`src/rtl/enemy_manager_if.sv`:
```
// Controller-side bundle for enemy_manager: room load, combat hits, enemy
// status in; per-slot init, direction, damage and room status out.
interface enemy_manager_if #(
    parameter int unsigned NUM_ENEMIES = 5
);
    logic [2:0]               room;
    logic                     room_load;
    logic [NUM_ENEMIES-1:0]   hit;
    logic [NUM_ENEMIES-1:0]   enemy_active;
    logic [NUM_ENEMIES-1:0]   init_slot;
    logic [2:0]               init_room;
    logic [3*NUM_ENEMIES-1:0] dir_bus;
    logic [NUM_ENEMIES-1:0]   damage;
    logic [2:0]               alive_count;
    logic                     room_clear;
    logic                     busy;

    // Game/room controller side
    modport master (
        output room, room_load, hit, enemy_active,
        input  init_slot, init_room, dir_bus, damage, alive_count, room_clear, busy
    );

    // Enemy manager side
    modport slave (
        input  room, room_load, hit, enemy_active,
        output init_slot, init_room, dir_bus, damage, alive_count, room_clear, busy
    );
endinterface

```
`src/rtl/enemy_manager.sv`:
```
// Enemy slot manager: sequences per-slot initialization on room load,
// schedules LFSR-driven movement directions, gates hits into damage pulses
// and tracks live enemies to flag room clear.
module enemy_manager #(
    parameter int unsigned NUM_ENEMIES = 5,
    parameter int unsigned DIR_HOLD    = 32,
    parameter logic [15:0] LFSR_SEED   = 16'hACE1
) (
    input  logic            Clk,
    input  logic            Reset,
    input  logic            frame_clk,
    enemy_manager_if.slave  bus
);

    localparam int unsigned K_W   = (NUM_ENEMIES > 1) ? $clog2(NUM_ENEMIES) : 1;
    localparam int unsigned TMR_W = 6;
    localparam int unsigned DIR_W = 3;
    localparam int unsigned CNT_W = 3;

    typedef enum logic [1:0] {
        IDLE,
        INIT,
        SETTLE,
        RUN
    } state_t;

    state_t                 state_q;
    logic [K_W-1:0]         k_q;
    logic                   settle_q;
    logic                   frame_clk_d;
    logic                   fe;
    logic [NUM_ENEMIES-1:0] init_slot_q;
    logic [NUM_ENEMIES-1:0] damage_q;
    logic [NUM_ENEMIES-1:0] hit_act;
    logic [NUM_ENEMIES-1:0] hit_act_d;
    logic [2:0]             init_room_q;
    logic [DIR_W-1:0]       dir_q   [NUM_ENEMIES];
    logic [TMR_W-1:0]       timer_q [NUM_ENEMIES];
    logic [CNT_W-1:0]       alive_q;
    logic [CNT_W-1:0]       alive_c;
    logic                   room_clear_q;
    logic                   busy_q;
    logic [15:0]            lfsr_q;
    logic                   lfsr_fb;
    logic [DIR_W-1:0]       draw;

    assign fe      = frame_clk & ~frame_clk_d;
    assign hit_act = bus.hit & bus.enemy_active;
    assign lfsr_fb = lfsr_q[15] ^ lfsr_q[13] ^ lfsr_q[12] ^ lfsr_q[10];
    // Bit 2 set means "stand still"; otherwise one of the four moves 1..4
    assign draw    = lfsr_q[2] ? '0 : DIR_W'(lfsr_q[1:0]) + DIR_W'(1);

    // Frame clock delay for rising-edge detection, same scheme as Enemy
    always_ff @(posedge Clk) begin
        frame_clk_d <= frame_clk;
    end

    // Population count of live enemies
    always_comb begin
        alive_c = '0;
        for (int i = 0; i < NUM_ENEMIES; i++) begin
            alive_c = alive_c + CNT_W'(bus.enemy_active[i]);
        end
    end

    // Registered live count and hit history for edge detection
    always_ff @(posedge Clk) begin
        if (Reset) begin
            alive_q   <= '0;
            hit_act_d <= '0;
        end else begin
            alive_q   <= alive_c;
            hit_act_d <= hit_act;
        end
    end

    // Main sequencer: room load, init walk, settle, run-time scheduling
    always_ff @(posedge Clk) begin
        if (Reset) begin
            state_q      <= IDLE;
            k_q          <= '0;
            settle_q     <= 1'b0;
            init_slot_q  <= '0;
            init_room_q  <= '0;
            damage_q     <= '0;
            room_clear_q <= 1'b0;
            busy_q       <= 1'b0;
            lfsr_q       <= LFSR_SEED;
            for (int i = 0; i < NUM_ENEMIES; i++) begin
                dir_q[i]   <= '0;
                timer_q[i] <= '0;
            end
        end else begin
            damage_q <= '0;
            if (bus.room_load) begin
                // A load restarts the walk from slot 0; LFSR keeps running state
                state_q      <= INIT;
                k_q          <= '0;
                init_slot_q  <= NUM_ENEMIES'(1);
                init_room_q  <= bus.room;
                busy_q       <= 1'b1;
                room_clear_q <= 1'b0;
                for (int i = 0; i < NUM_ENEMIES; i++) begin
                    dir_q[i] <= '0;
                end
            end else begin
                case (state_q)
                    IDLE: begin
                    end
                    INIT: begin
                        if (fe) begin
                            if (k_q == K_W'(NUM_ENEMIES - 1)) begin
                                state_q     <= SETTLE;
                                init_slot_q <= '0;
                                settle_q    <= 1'b0;
                            end else begin
                                k_q         <= k_q + K_W'(1);
                                init_slot_q <= init_slot_q << 1;
                            end
                        end
                    end
                    SETTLE: begin
                        // Staggered start so no two slots redraw on one frame
                        for (int i = 0; i < NUM_ENEMIES; i++) begin
                            timer_q[i] <= TMR_W'(i + 1);
                        end
                        if (settle_q) begin
                            state_q <= RUN;
                            busy_q  <= 1'b0;
                        end else begin
                            settle_q <= 1'b1;
                        end
                    end
                    RUN: begin
                        damage_q <= hit_act & ~hit_act_d;
                        if (alive_q == '0) begin
                            room_clear_q <= 1'b1;
                        end
                        if (fe) begin
                            lfsr_q <= {lfsr_q[14:0], lfsr_fb};
                            for (int i = 0; i < NUM_ENEMIES; i++) begin
                                if (bus.enemy_active[i]) begin
                                    if (timer_q[i] <= TMR_W'(1)) begin
                                        dir_q[i]   <= draw;
                                        timer_q[i] <= TMR_W'(DIR_HOLD);
                                    end else begin
                                        timer_q[i] <= timer_q[i] - TMR_W'(1);
                                    end
                                end
                            end
                        end
                    end
                    default: begin
                        state_q <= IDLE;
                    end
                endcase
            end
        end
    end

    // Inactive slots are held still regardless of their last draw
    for (genvar g = 0; g < NUM_ENEMIES; g++) begin : g_dir
        assign bus.dir_bus[DIR_W*g +: DIR_W] = bus.enemy_active[g] ? dir_q[g] : '0;
    end

    assign bus.init_slot   = init_slot_q;
    assign bus.init_room   = init_room_q;
    assign bus.damage      = damage_q;
    assign bus.alive_count = alive_q;
    assign bus.room_clear  = room_clear_q;
    assign bus.busy        = busy_q;

endmodule

```
`src/flat_wrapper.sv`:
```
// flat-port wrapper written by rule: the top's interface ports become plain ports
module enemy_manager_flat 
#(
    parameter int unsigned NUM_ENEMIES = 5,
    parameter int unsigned DIR_HOLD    = 32,
    parameter logic [15:0] LFSR_SEED   = 16'hACE1
)
  (Clk, Reset, frame_clk, bus_room, bus_room_load, bus_hit, bus_enemy_active, bus_init_slot, bus_init_room, bus_dir_bus, bus_damage, bus_alive_count, bus_room_clear, bus_busy);
  enemy_manager_if #(.NUM_ENEMIES(NUM_ENEMIES)) bus_i ();
  input  logic Clk;
  input  logic Reset;
  input  logic frame_clk;
  input wire logic [$bits(bus_i.room)-1:0] bus_room;
  input wire logic [$bits(bus_i.room_load)-1:0] bus_room_load;
  input wire logic [$bits(bus_i.hit)-1:0] bus_hit;
  input wire logic [$bits(bus_i.enemy_active)-1:0] bus_enemy_active;
  output wire logic [$bits(bus_i.init_slot)-1:0] bus_init_slot;
  output wire logic [$bits(bus_i.init_room)-1:0] bus_init_room;
  output wire logic [$bits(bus_i.dir_bus)-1:0] bus_dir_bus;
  output wire logic [$bits(bus_i.damage)-1:0] bus_damage;
  output wire logic [$bits(bus_i.alive_count)-1:0] bus_alive_count;
  output wire logic [$bits(bus_i.room_clear)-1:0] bus_room_clear;
  output wire logic [$bits(bus_i.busy)-1:0] bus_busy;
  assign bus_i.room = bus_room;
  assign bus_i.room_load = bus_room_load;
  assign bus_i.hit = bus_hit;
  assign bus_i.enemy_active = bus_enemy_active;
  assign bus_init_slot = bus_i.init_slot;
  assign bus_init_room = bus_i.init_room;
  assign bus_dir_bus = bus_i.dir_bus;
  assign bus_damage = bus_i.damage;
  assign bus_alive_count = bus_i.alive_count;
  assign bus_room_clear = bus_i.room_clear;
  assign bus_busy = bus_i.busy;
  enemy_manager #(.NUM_ENEMIES(NUM_ENEMIES), .DIR_HOLD(DIR_HOLD), .LFSR_SEED(LFSR_SEED)) u_core (.Clk(Clk), .Reset(Reset), .frame_clk(frame_clk), .bus(bus_i));
endmodule
```
`config.mk`:
```
export PLATFORM = sky130hd
export DESIGN_NAME = enemy_manager_flat
export DESIGN_NICKNAME = d
export VERILOG_FILES = /design/src/rtl/enemy_manager_if.sv /design/src/rtl/enemy_manager.sv /design/src/flat_wrapper.sv
export SDC_FILE = /design/constraint.sdc
export NUM_CORES = 1
export LEC_CHECK = 0
export ABC_AREA = 1
export CAP_MARGIN = 30
export CORE_UTILIZATION = 56
export CTS_CLUSTER_SIZE = 12
export DETAILED_ROUTE_END_ITERATION = 8
export PLACE_DENSITY = 0.79
export SLEW_MARGIN = 20
export SYNTH_ARGS = -nofsm -noshare
export SYNTH_HDL_FRONTEND = slang
export SYNTH_SLANG_ARGS = --single-unit
```
`constraint.sdc`:
```
create_clock -name Clk -period 4.6 [get_ports Clk]
set_clock_uncertainty 0.2 [all_clocks]
set_input_delay 0.92 -clock Clk [delete_from_list [all_inputs] [get_ports Clk]]
set_output_delay 0.92 -clock Clk [all_outputs]
set_load 0.01 [all_outputs]
```
---- Word level (Yosys, flattened, before mapping) ----
Memory sizes are Yosys's and may differ from the RTL's.
Index checks and enable logic that the tools add are counted.
Widths: inputs -> output; s select.
storage, ports and cells
  memory bits (writable) .................. 45
  input port bits ......................... 17
  flip-flop bits (word level) ............. 46
  memories ................................ 2
  logic and storage cells ................. 221
memory list
  memory          depth  width  rd ports  clocked after Yosys merged registers in  wr ports  RTL line             text
  u_core.timer_q  5      6      5         0                                        5         enemy_manager.sv:38  logic [TMR_W-1:0] timer_q [NUM_ENEMIES];
  u_core.dir_q    5      3      5         0                                        5         enemy_manager.sv:37  logic [DIR_W-1:0] dir_q [NUM_ENEMIES];
operators by class
  order comparisons ....................... 5
  bitwise gates (word level) .............. 36
  mux-type cells .......................... 125
  equality and inequality tests ........... 10
  $add $sub $neg .......................... 11
  reduce and logical (&&, ||, !) cells .... 18
operators with widths
  operator             count
  $mux 6               15
  $mux 1               88
  $mux 3               16
  $le 6x1->1 const B   5
  $sub 6x1->6 const B  5
  $or 1x1->1           25
  $reduce_and 4->1     3
  $and 5x5->5          2
  $reduce_bool 2->1    5
  $add 3x1->3          3
  $ne 3x2->1 const B   3
  $reduce_and 2->1     4
  $mux 2               3
  $ne 2x1->1 const B   3
  $reduce_and 3->1     2
  $mux 5               1
  $not 5->5            1
  $eq 2x2->1 const B   2
  $not 1->1            4
  $pmux 2 s2           1
  $add 2x1->3 const B  1
  $add 3x1->3 const B  1
  $eq 3x3->1 const B   1
  $logic_not 3->1      1
  8 further kinds      10

---- Logic depth before layout (Yosys ltp) ----
An unclocked memory read counts as a cell.
  word-level depth ........................ 11
  gate-level depth with buffers ........... 11

---- Worst setup path after synthesis ----
Ideal clock, no wire load.
  path kind ............................... input -> register
  start point ............................. input bus_enemy_active[0]
  end point ............................... register u_core.alive_q[1] (netlist: u_core.bus.alive_count[1])
  buffers on the path ..................... 0
  path slack .............................. 1.910 ns
  required time ........................... 4.273 ns
  library setup time ...................... 0.127 ns
  stages .................................. 8
  arrival ................................. 2.363 ns
  cell sequence ........................... ha_1 > inv_1 > fa_1 > inv_1 > ha_1 > inv_1 > fa_1 > nor2_1
between the ends
  longest elaborated chain between the ends .. 4
ends and longest elaborated chain
  what                      RTL line             text
  from (decl)               flat_wrapper.sv:16   input wire logic [$bits(bus_i.enemy_active)-1:0] bus_enemy_active;
  $add 1x1->2               enemy_manager.sv:62  alive_c = alive_c + CNT_W'(bus.enemy_active[i]);
  $add 3x1->3 (3 in a row)  enemy_manager.sv:62
  to (signal assigned)      enemy_manager.sv:72  alive_q <= alive_c;
  to (decl)                 enemy_manager.sv:39  logic [CNT_W-1:0] alive_q;
No other way between the ends.
A chain may end at the register's enable or synchronous reset.

---- Final worst setup path ----
  start point ............................. input bus_enemy_active[1]
  end point ............................... output bus_dir_bus[4]
between the ends
  longest elaborated chain between the ends .. 1
ends and longest elaborated chain
  what       RTL line              text
  $mux 3     enemy_manager.sv:163  assign bus.dir_bus[DIR_W*g +: DIR_W] = bus.enemy_active[g] ? dir_q[g] : '0;
  to (decl)  flat_wrapper.sv:19    output wire logic [$bits(bus_i.dir_bus)-1:0] bus_dir_bus;
No other way between the ends.

==> flow_summary_export.csv <==
group,metric,value,unit
worst_setup_path,endpoint_kind,"primary output",
hold_path,min_to,"u_core.bus.damage[4]$_SDFF_PP0_",
cts,root_buffer,"clkbuf_8",
power,power.internal,0.00114,W
worst_setup_path,arrival,2.33,ns
hold_path,hold_start,"u_core.hit_act_d[4]$_SDFF_PP0_",
worst_setup_path,startpoint_type,"primary input",
yosys,synthCells,523,
global_route,antenna_found_initial,0,
cts,cts_htree_levels,3,
power,net-switching-power,0.000414,W
die,core_area,7730,um2
cts,cts-hold-fix-buffers,0,
sta,grt_setup_unrepaired,"false",
sta,tightest_slew,0.481,ns
drt,vias,3534,
sta,fmax,0.290,GHz
yosys,synth_xor_xnor_area_share,1.76,%
run,maxCapViolCount,0,
cts,cts_buffer_depth,2,
yosys,synth_top_family_by_area,"simple AND/OR/NAND/NOR gates",
sta,hold_violations,0,
sta,relSlewSlack,67.8,%
global_route,gr-total-overflow,0,
power,ir_drop,0.230,mV
cells_and_area,mostFrequentLayoutCells,"nand2_1, inv_1, nor2_1",
die,dieHeight,91.3,um
power,swShare,26.5,%
yosys,yosys.area_share.simple,26.8,%
drt,drc_errors,0,
sta,setup_ws,1.15,ns
place,placement.io_buffers,49,
die,die-area,8340,um2
yosys,synth_enable_flop_cells,45,
drt,routed_wl,9170,um
power,power_density,299,nW/um2
sta,setup_violations,0,
worst_setup_path,crit_fanout,7,
yosys,synth_flop_cell,"dfxtp_1",
yosys,synth_cell_types,34,
sta,tns,0,ns
worst_setup_path,reg2regPathDepth,8,
yosys,syn_nets,560,
worst_setup_path,critPathRequiredTime,3.48,ns
yosys,synthMuxAreaShare,0,%
cts,clkTransAtPathRegs,0.09,ns
power,leakagePower,2.36,nW
worst_setup_path,critPathKind,"in2out",
cells_and_area,final_common_cell,"nand2_1",
die,io_pins,50,
die,die_w,91.3,um
global_route,grt.total_usage,23.5,%
cells_and_area,drive_gt1_share,8.95,%
cts,cts-resized-gates,0,
place,placed_area,5030,um2
worst_setup_path,r2r-end,"u_core.timer_q[2][1]$_DFFE_PP_",
global_route,grt_pass1_vias,3344,
yosys,synth_warnings,0,
cts,clk_latency,0.37,ns
hold_path,hold_depth,1,
cells_and_area,multiInputGateArea,1810,um2
sta,fin_crit,3.45,ns
yosys,synth_seq_area_share,50.8,%
cells_and_area,seqCellArea,2270,um2
global_route,grt_pass1_wl,15300,um
sta,min_period_over_period,75.0,%
yosys,synth_compound_area_share,5.88,%
yosys,syn_avg_cell_area,8.55,um2
power,p_total,0.00156,W
drt,ant_nets,0,
yosys,ys_ff_latch,91,
drt,first_iter_violations,250,
power,clockPowerShare,31.9,%
hold_path,hp-class,"reg2reg",
worst_setup_path,rrSetupSlack,2.25,ns
drt,wl_per_cell,13.4,um
cts,cts_tree,"yes",
sta,finalMaxSlewViolations,0,
worst_setup_path,r2r_start,"u_core.state_q[0]$_SDFFE_PP0P_",
die,initial_core_util,57.8,%
cells_and_area,num_antenna_cells,0,
outcome,status,"complete, no violations",
place,hpwl,6790,um
place,place_ws,1.11,ns
die,rows,32,
yosys,synth_fa_ha_area_share,5.94,%
cells_and_area,design.final.nets,613,
cells_and_area,finish.instance_area,5210,um2
drt,avgViaCountPerCell,5.17,
yosys,synth.cell_area,4470,um2
global_route,grt_max_degree,28,
cts,cts_sinks,91,
power,power.share.sequential,57.5,%
cells_and_area,fillers,618,
drt,dr.pass1.iters,5,
cells_and_area,area_delta_synth_final,16.5,%
cts,cts_buffers,9,
place,finalWeightedCongestion,0.890,
cts,post_cts_buffers,0,
power,p_comb_share,10.6,%
yosys,async_flop_share,0,%
cell usage after synthesis (4+ instances only):
cell type | n | area [um2]
nand2_4 | 4 | 45.0
nand4_1 | 7 | 43.8
inv_1 | 78 | 293
dfxtp_1 | 46 | 921
xor2_1 | 7 | 61.3
o21ai_0 | 18 | 90.1
nor2_1 | 73 | 274
nor2_4 | 8 | 90.1
or2_2 | 6 | 37.5
nor3_1 | 7 | 35.0
edfxtp_1 | 45 | 1350
ha_1 | 18 | 225
inv_2 | 6 | 22.5
nor4_1 | 5 | 31.3
nand2_1 | 116 | 435
nand3_1 | 29 | 145
clkbuf_1 | 4 | 15.0
a21oi_1 | 23 | 115
routing by layer:
metal | vias to the layer above | wire length (um) | global-route usage, %
met1 | 1653 | 4030 | 29.5
li1 | 1766 | - | -
met4 | 0 | 171 | 8.47
met5 | - | 0 | 0
met2 | 97 | 4500 | 38.3
met3 | 18 | 463 | 7.29
how the worst max path moves through the flow:
stage	startpoint	end	slack (ns)	cells past startpoint
global route	bus_enemy_active[1]	bus_dir_bus[4]	1.07	4
floorplan	bus_enemy_active[0]	u_core.bus.alive_count[1]$_SDFF_PP0_	1.91	8
finish	bus_enemy_active[1]	bus_dir_bus[4]	1.15	4
CTS	bus_enemy_active[1]	bus_dir_bus[3]	1.19	4
detailed placement	bus_room_load	u_core.timer_q[2][4]$_SDFFCE_PN0P_	1.11	9
global placement	bus_enemy_active[1]	u_core.bus.alive_count[1]$_SDFF_PP0_	1.18	9
power by group through the flow:
stage	clock network, W	registers (W)	logic (W)
floorplan	0	0.000913	0.0000973
global route	0.000537	0.000899	0.000185
finish	0.000497	0.000896	0.000166
CTS	0.000505	0.000896	0.000166
global placement	0	0.000913	0.000159
detailed placement	0	0.000914	0.000164
registers in the layout, indices dropped and copies added, names as in the netlist, 2 cells and up:
| register | count |
|---|---|
| u_core.bus.init_room | 3 |
| u_core.dir_q | 15 |
| u_core.timer_q | 30 |
| u_core.bus.alive_count | 3 |
| u_core.hit_act_d | 5 |
| u_core.bus.damage | 5 |
| u_core.bus.init_slot | 5 |
| u_core.state_q | 2 |
| u_core.lfsr_q | 16 |
| u_core.k_q | 3 |
worst max-delay path, stage by stage:
cell and delay (ns):
clkdlybuf4s50_1 0.69, nand2_1 0.11, inv_1 0.08, clkdlybuf4s50_1 0.52
cells by family (layout without fill, tap and decap cells):
family / count (synthesis) / count (layout)
buffers and inverters: 94 / 152
AND/OR/NAND/NOR: 262 / 262
AO/OA/AOI/OAI: 47 / 47
flip-flops: 91 / 91
XOR/XNOR: 9 / 9
adder cells (fa/ha/maj): 20 / 20
layout make-up:
class | instances | area share [%]
sequential | 91 | 43.6
multi-input combinational | 338 | 34.7
timing repair buffer | 51 | 9.70
inverter | 85 | 6.17
tap | 102 | 2.45
clock buffer | 9 | 2.38
clock inverter | 7 | 0.985
through the flow:
stage          util (%)  std cells  hold slack (ns)
6_report           67.4        683            0.206
5_1_grt            67.4        683            0.214
4_1_cts            67.4        683            0.208
3_5_place_dp       65.1        667            0.194
3_3_place_gp       65.1        667            0.186
2_1_floorplan         -        523            0.174
Note: power is estimated with default switching activity, not from simulation.
